`config.mk`:
```
export PLATFORM = sky130hd
export DESIGN_NAME = uart_byte_bridge
export DESIGN_NICKNAME = d
export VERILOG_FILES = /design/src/rtl/uart_bridge_pkg.sv /design/src/rtl/byte_fifo.sv /design/src/rtl/uart_byte_bridge.sv
export SDC_FILE = /design/constraint.sdc
export NUM_CORES = 1
export LEC_CHECK = 0
export ABC_AREA = 0
export CAP_MARGIN = 25
export CORE_ASPECT_RATIO = 1.4
export CORE_MARGIN = 3
export CORE_UTILIZATION = 61
export DETAILED_ROUTE_END_ITERATION = 12
export PLACE_DENSITY = 0.8
export SLEW_MARGIN = 20
export SYNTH_ARGS = -nofsm -noshare
export SYNTH_HDL_FRONTEND = slang
export SYNTH_SLANG_ARGS = --single-unit
```
`constraint.sdc`:
```
create_clock -name clk_100m -period 4.2 [get_ports clk_100m]
set_clock_uncertainty 0.15 [all_clocks]
set_input_delay 0.84 -clock clk_100m [delete_from_list [all_inputs] [get_ports clk_100m]]
set_output_delay 0.84 -clock clk_100m [all_outputs]
set_load 0.02 [all_outputs]
```
`src/rtl/uart_bridge_pkg.sv`:
```
// Shared types and constants for the UART byte bridge: FSM state encodings and byte width.
package uart_bridge_pkg;

  localparam int BYTE_W = 8;

  typedef enum logic [1:0] {
    RX_IDLE = 2'd0,
    RX_ACK  = 2'd1,
    RX_WAIT = 2'd2
  } rx_state_t;

  typedef enum logic {
    TX_IDLE = 1'b0,
    TX_REQ  = 1'b1
  } tx_state_t;

endpackage

```
`src/rtl/byte_fifo.sv`:
```
// First-word-fall-through byte FIFO with registered pointers and occupancy count.
module byte_fifo
  import uart_bridge_pkg::*;
#(
  parameter int DEPTH_LOG2 = 4
) (
  input  logic                  clk,
  input  logic                  rst_n,
  input  logic                  push,
  input  logic                  pop,
  input  logic [BYTE_W-1:0]     din,
  output logic [BYTE_W-1:0]     dout,
  output logic                  full,
  output logic                  empty,
  output logic [DEPTH_LOG2:0]   count
);

  localparam int DEPTH = 1 << DEPTH_LOG2;
  localparam logic [DEPTH_LOG2:0] FULL_COUNT = (DEPTH_LOG2 + 1)'(DEPTH);

  logic [BYTE_W-1:0]     mem [DEPTH];
  logic [DEPTH_LOG2-1:0] wr_ptr;
  logic [DEPTH_LOG2-1:0] rd_ptr;
  logic                  do_push;
  logic                  do_pop;

  // Full/empty are judged on the registered count, so a push never bypasses to dout.
  assign do_push = push && !full;
  assign do_pop  = pop && !empty;

  assign full  = (count == FULL_COUNT);
  assign empty = (count == '0);
  assign dout  = mem[rd_ptr];

  // NOTE: the storage is reset so the head byte reads 8'h00 out of reset; it costs a reset
  // net per bit, which is acceptable at this depth but not for large RAM-backed FIFOs.
  always_ff @(posedge clk or negedge rst_n) begin
    if (!rst_n) begin
      wr_ptr <= '0;
      rd_ptr <= '0;
      count  <= '0;
      for (int i = 0; i < DEPTH; i++) begin
        mem[i] <= '0;
      end
    end else begin
      // NOTE: state is updated with non-blocking assignments so every read in this block
      // sees the pre-edge value, independent of statement order.
      if (do_push) begin
        mem[wr_ptr] <= din;
        wr_ptr      <= wr_ptr + 1'b1;
      end
      if (do_pop) begin
        rd_ptr <= rd_ptr + 1'b1;
      end
      case ({do_push, do_pop})
        2'b10:   count <= count + 1'b1;
        2'b01:   count <= count - 1'b1;
        default: count <= count;
      endcase
    end
  end

endmodule

```
`src/rtl/uart_byte_bridge.sv`:
```
// Buffered bridge between the UART byte req/ack handshake and system valid/ready streams.
// Optional feature: define UART_BRIDGE_OVERRUN_EN to ack-and-drop bytes when the RX FIFO is full.
module uart_byte_bridge
  import uart_bridge_pkg::*;
#(
  parameter int DEPTH_LOG2 = 4
) (
  input  logic                  clk_100m,
  input  logic                  rst_n,
  input  logic [BYTE_W-1:0]     uart_rx_byte,
  input  logic                  uart_rx_req,
  output logic                  uart_rx_ack,
  output logic [BYTE_W-1:0]     uart_tx_byte,
  output logic                  uart_tx_req,
  input  logic                  uart_tx_ack,
  output logic [BYTE_W-1:0]     m_data,
  output logic                  m_valid,
  input  logic                  m_ready,
  input  logic [BYTE_W-1:0]     s_data,
  input  logic                  s_valid,
  output logic                  s_ready,
  output logic [DEPTH_LOG2:0]   rx_count,
  output logic [DEPTH_LOG2:0]   tx_count,
  output logic                  rx_overrun,
  input  logic                  overrun_clr
);

  rx_state_t         rx_state;
  rx_state_t         rx_next;
  tx_state_t         tx_state;
  tx_state_t         tx_next;
  logic              rx_push;
  logic              rx_full;
  logic              rx_empty;
  logic              overrun_set;
  logic              tx_load;
  logic              tx_full;
  logic              tx_empty;
  logic [BYTE_W-1:0] tx_head;

  byte_fifo #(.DEPTH_LOG2(DEPTH_LOG2)) u_rx_fifo (
    .clk   (clk_100m),
    .rst_n (rst_n),
    .push  (rx_push),
    .pop   (m_ready),
    .din   (uart_rx_byte),
    .dout  (m_data),
    .full  (rx_full),
    .empty (rx_empty),
    .count (rx_count)
  );

  byte_fifo #(.DEPTH_LOG2(DEPTH_LOG2)) u_tx_fifo (
    .clk   (clk_100m),
    .rst_n (rst_n),
    .push  (s_valid),
    .pop   (tx_load),
    .din   (s_data),
    .dout  (tx_head),
    .full  (tx_full),
    .empty (tx_empty),
    .count (tx_count)
  );

  assign m_valid = !rx_empty;
  assign s_ready = !tx_full;

  // The ack pulse is exactly the single cycle spent in RX_ACK.
  assign uart_rx_ack = (rx_state == RX_ACK);
  // Derived from the async-reset state register, so the request drops the moment reset asserts.
  assign uart_tx_req = (tx_state == TX_REQ);

  always_ff @(posedge clk_100m or negedge rst_n) begin
    if (!rst_n) begin
      rx_state     <= RX_IDLE;
      tx_state     <= TX_IDLE;
      uart_tx_byte <= '0;
    end else begin
      rx_state <= rx_next;
      tx_state <= tx_next;
      if (tx_load) begin
        uart_tx_byte <= tx_head;
      end
    end
  end

  // NOTE: every output of a combinational block gets a default first; a path that leaves
  // one unassigned would infer a latch.
  always_comb begin
    rx_next     = rx_state;
    rx_push     = 1'b0;
    overrun_set = 1'b0;
    case (rx_state)
      RX_IDLE: begin
        if (uart_rx_req) begin
          if (!rx_full) begin
            rx_push = 1'b1;
            rx_next = RX_ACK;
          end
`ifdef UART_BRIDGE_OVERRUN_EN
          else begin
            overrun_set = 1'b1;
            rx_next     = RX_ACK;
          end
`endif
        end
      end
      RX_ACK:  rx_next = RX_WAIT;
      RX_WAIT: if (!uart_rx_req) rx_next = RX_IDLE;
      default: rx_next = RX_IDLE;
    endcase
  end

  always_comb begin
    tx_next = tx_state;
    tx_load = 1'b0;
    case (tx_state)
      TX_IDLE: begin
        if (!tx_empty) begin
          tx_load = 1'b1;
          tx_next = TX_REQ;
        end
      end
      TX_REQ:  if (uart_tx_ack) tx_next = TX_IDLE;
      default: tx_next = TX_IDLE;
    endcase
  end

`ifdef UART_BRIDGE_OVERRUN_EN
  // Set has priority so an overrun in the same cycle as a clear is never lost.
  always_ff @(posedge clk_100m or negedge rst_n) begin
    if (!rst_n) begin
      rx_overrun <= 1'b0;
    end else if (overrun_set) begin
      rx_overrun <= 1'b1;
    end else if (overrun_clr) begin
      rx_overrun <= 1'b0;
    end
  end
`else
  logic unused_overrun;
  assign unused_overrun = ^{overrun_clr, overrun_set};
  assign rx_overrun     = 1'b0;
`endif

endmodule
```
==> flow_metrics.tcl <==
set metrics [dict create \
    outcome "completed" \
    cpPeakStageDelay_ps 630 \
    synth_area_leader_cell "dfrtp_1" \
    routed_wl_mm 27.00 \
    htree_levels 1 \
    peakVddDrop_mv 0.4997 \
    fin_ws_ps 202.6 \
    antenna_found_initial 0 \
    n_antenna_cell 0 \
    synth_cell_types 37 \
    grt_overflow_total 0 \
    die_area_sq_um 23980 \
    async_flop_share_pct 100.0 \
    routedWlPerCell_um 22.31 \
    synthSimpleGateAreaFrac_pct 4.049 \
    insertion_delay_ps 540 \
    dr.pass1.iters 4 \
    ys_warn_count 0 \
    cellPowerDensity_nw_per_um2 829.6 \
    cp.depth 4 \
    worstPathRequired_ps 3210 \
    synthTopCellsByCount "dfrtp_1, mux2_2, mux4_2, clkbuf_1, nand3_2" \
    crit_type "reg -> out" \
    arrival_ps 3010 \
    ff_latch_area_sq_um 7335 \
    path_delay_family "multiplexers" \
    finalPower_mw 12.65 \
    syn_area_per_cell_sq_um 15.76 \
    grt_pass1_wl_mm 44.59 \
    synth.cell_area_sq_um 13500 \
    post-dp-hpwl_mm 18.71 \
    synth_top_area_share_pct 54.30 \
    min_path_type "in -> async" \
    clock-sinks 293 \
    synthFlopType "dfrtp_1" \
    start_util_pct 62.98 \
    globalRouteTotalUtil_pct 23.29 \
    grt_pass1_vias 8208 \
    final_core_utilization_pct 71.10 \
    place_ws_ps 531.7 \
    dieHeight_um 182.0 \
    coreArea_sq_um 21440 \
    pin_count 54 \
    max_freq_mhz 250.2 \
    nets 941 \
    synth-edff-count 0 \
    drtAntennaViolNets 0 \
    start_kind "flop" \
    tns_ps 0 \
    relSlewSlack_pct 47.99 \
    io_buffers 51 \
    worstPathMaxFanout 13 \
    worstPathCellList "buf_12 > mux4_2 > mux4_2 > clkdlybuf4s50_1" \
    yosysMostFrequentCell "dfrtp_1" \
    cp_slowest_cell "dfrtp_2" \
    synthMuxAreaShare_pct 34.34 \
    cts_root_buf "clkbuf_16" \
    cts_hold_buffers 0 \
    via_per_inst 6.092 \
    cellLeakagePower_nw 6.677 \
    period_minus_slack_ps 3997 \
    hold_viol 0 \
    fillers 1369 \
    rsz0062_at_grt "no" \
    die_x_um 131.7 \
    drive_gt1_share_pct 47.39 \
    finalMaxSlewViolations 0 \
    cp-end-kind "output pin" \
    via_count 7371 \
    post_synth_fa_ha_maj_area_fraction_pct 1.964 \
    path_buf_inv 2 \
    period_share_pct 95.18 \
    route.detailed.drc 0 \
    ctsResizeCount 0 \
    grt_max_degree 106 \
    cts_buffer_depth 3 \
    synth-xor-area-share_pct 1.362 \
    yosys_register_bits 293 \
    crit_top_cell "mux4_2" \
    drv_cap 0 \
    synth-seq-area-share_pct 54.30 \
    synth_compound_gate_area_share_pct 1.900 \
    syn_inst 857 \
    setup_violations 0 \
    place.gp.congestion 0.8068 \
    max_slew.worst_pin.slew_ps 780.1 \
    synth_nets 900 \
    clkTransAtPathRegs_ps 60 \
    numCtsBuffers 28 \
    num_rows 63 \
    cts_tree "yes" \
    multi_input_area_sq_um 5897 \
    synth.area.top_cells "dfrtp_1, mux2_2, mux4_2" \
    drt_iter0_markers 300 \
    area_growth_syn_to_layout_pct 12.89 \
    reg2reg_depth 10 \
    post-cts-setup-buffers 0 \
    synth_top_family_by_area "multiplexers" \
]
## final timing paths
| kind | from | to | slack, ps |
|---|---|---|---|
| setup / recovery | u_rx_fifo.rd_ptr[0]$_DFFE_PN0P_ | m_data[4] | 200 |
| hold / removal | rst_n | rx_state[1]$_DFFE_PN0P_ | 190 |
| setup reg to reg | u_rx_fifo.count[1]$_DFFE_PN0P_ | u_rx_fifo.count[4]$_DFFE_PN0P_ | 1010 |
| hold reg to reg | u_rx_fifo.mem[38]$_DFFE_PN0P_ | u_rx_fifo.mem[38]$_DFFE_PN0P_ | 350 |
| max in group asynchronous | rst_n | u_rx_fifo.mem[91]$_DFFE_PN0P_ | 2720 |
| min in group clk_100m | u_rx_fifo.mem[38]$_DFFE_PN0P_ | u_rx_fifo.mem[38]$_DFFE_PN0P_ | 350 |
## kinds of logic (layout without fill, tap and decap cells)
group	after synthesis	after routing
compound gates	41	41
simple gates	75	75
other cells	1	1
fa+ha+maj	20	20
buf+inv	66	127
mux	340	340
xor+xnor	21	21
flops	293	293
## layer usage
metal | up-vias | track usage, % | share of wire (%)
met4 | 0 | 6.011 | 1.8
met2 | 116 | 44.60 | 57
met3 | 33 | 2.938 | 2.6
met5 | - | 0 | 0
li1 | 3250 | - | -
met1 | 3972 | 27.71 | 38
## report_power, final
group | switching [mW] | total (mW) | internal [mW]
Clock | 1.05 | 2.54 | 1.49
Combinational | 2.05 | 4.98 | 2.93
Sequential | 0.942 | 5.12 | 4.18
## area by class of cell
class / count / share of cell area, %
sequential: 293 / 48.12
multi-input combinational: 498 / 38.69
clock inverter: 13 / 0.9521
clock buffer: 37 / 5.155
inverter: 12 / 0.2955
tap: 292 / 2.397
timing repair buffer: 65 / 4.400
## flip-flops by register name (all words and copies together), names as in the netlist
| signal | cells |
|---|---|
| u_tx_fifo.wr_ptr | 4 |
| u_tx_fifo.count | 5 |
| uart_tx_req | 1 |
| u_rx_fifo.mem | 128 |
| uart_tx_byte | 8 |
| rx_state | 2 |
| u_tx_fifo.rd_ptr | 4 |
| u_rx_fifo.rd_ptr | 4 |
| u_rx_fifo.wr_ptr | 4 |
| u_tx_fifo.mem | 128 |
| u_rx_fifo.count | 5 |
## metrics by stage
| stage | instance area [sq um] | instances | hold WS [ps] |
|---|---|---|---|
| detailed placement | 14310 | 1160 | 338.4 |
| finish | 15240 | 1210 | 193.0 |
| global placement | 14290 | 1159 | 331.2 |
| CTS | 15240 | 1210 | 212.7 |
| global route | 15240 | 1210 | 239.0 |
| floorplan | 13500 | 857 | 323.9 |
## cells in the final DEF (no fill, tap or decap), types with 5 or more instances in the layout
| cell | Yosys | layout |
|---|---|---|
| inv_1 | 12 | 12 |
| nor2b_1 | 6 | 6 |
| nand4_1 | 6 | 6 |
| clkdlybuf4s50_1 | 0 | 50 |
| o22ai_1 | 14 | 14 |
| a21oi_1 | 12 | 11 |
| clkbuf_16 | 0 | 29 |
| xor2_1 | 7 | 7 |
| mux4_2 | 72 | 72 |
| clkbuf_1 | 34 | 5 |
| ha_1 | 18 | 18 |
| dfrtp_1 | 293 | 291 |
| clkinv_2 | 0 | 8 |
| mux2_2 | 266 | 266 |
| nand2_1 | 16 | 16 |
| nand3_2 | 24 | 24 |
| o21ai_0 | 9 | 9 |
| xnor2_1 | 14 | 14 |
| buf_4 | 3 | 10 |
(Power assumes the default switching activity.)
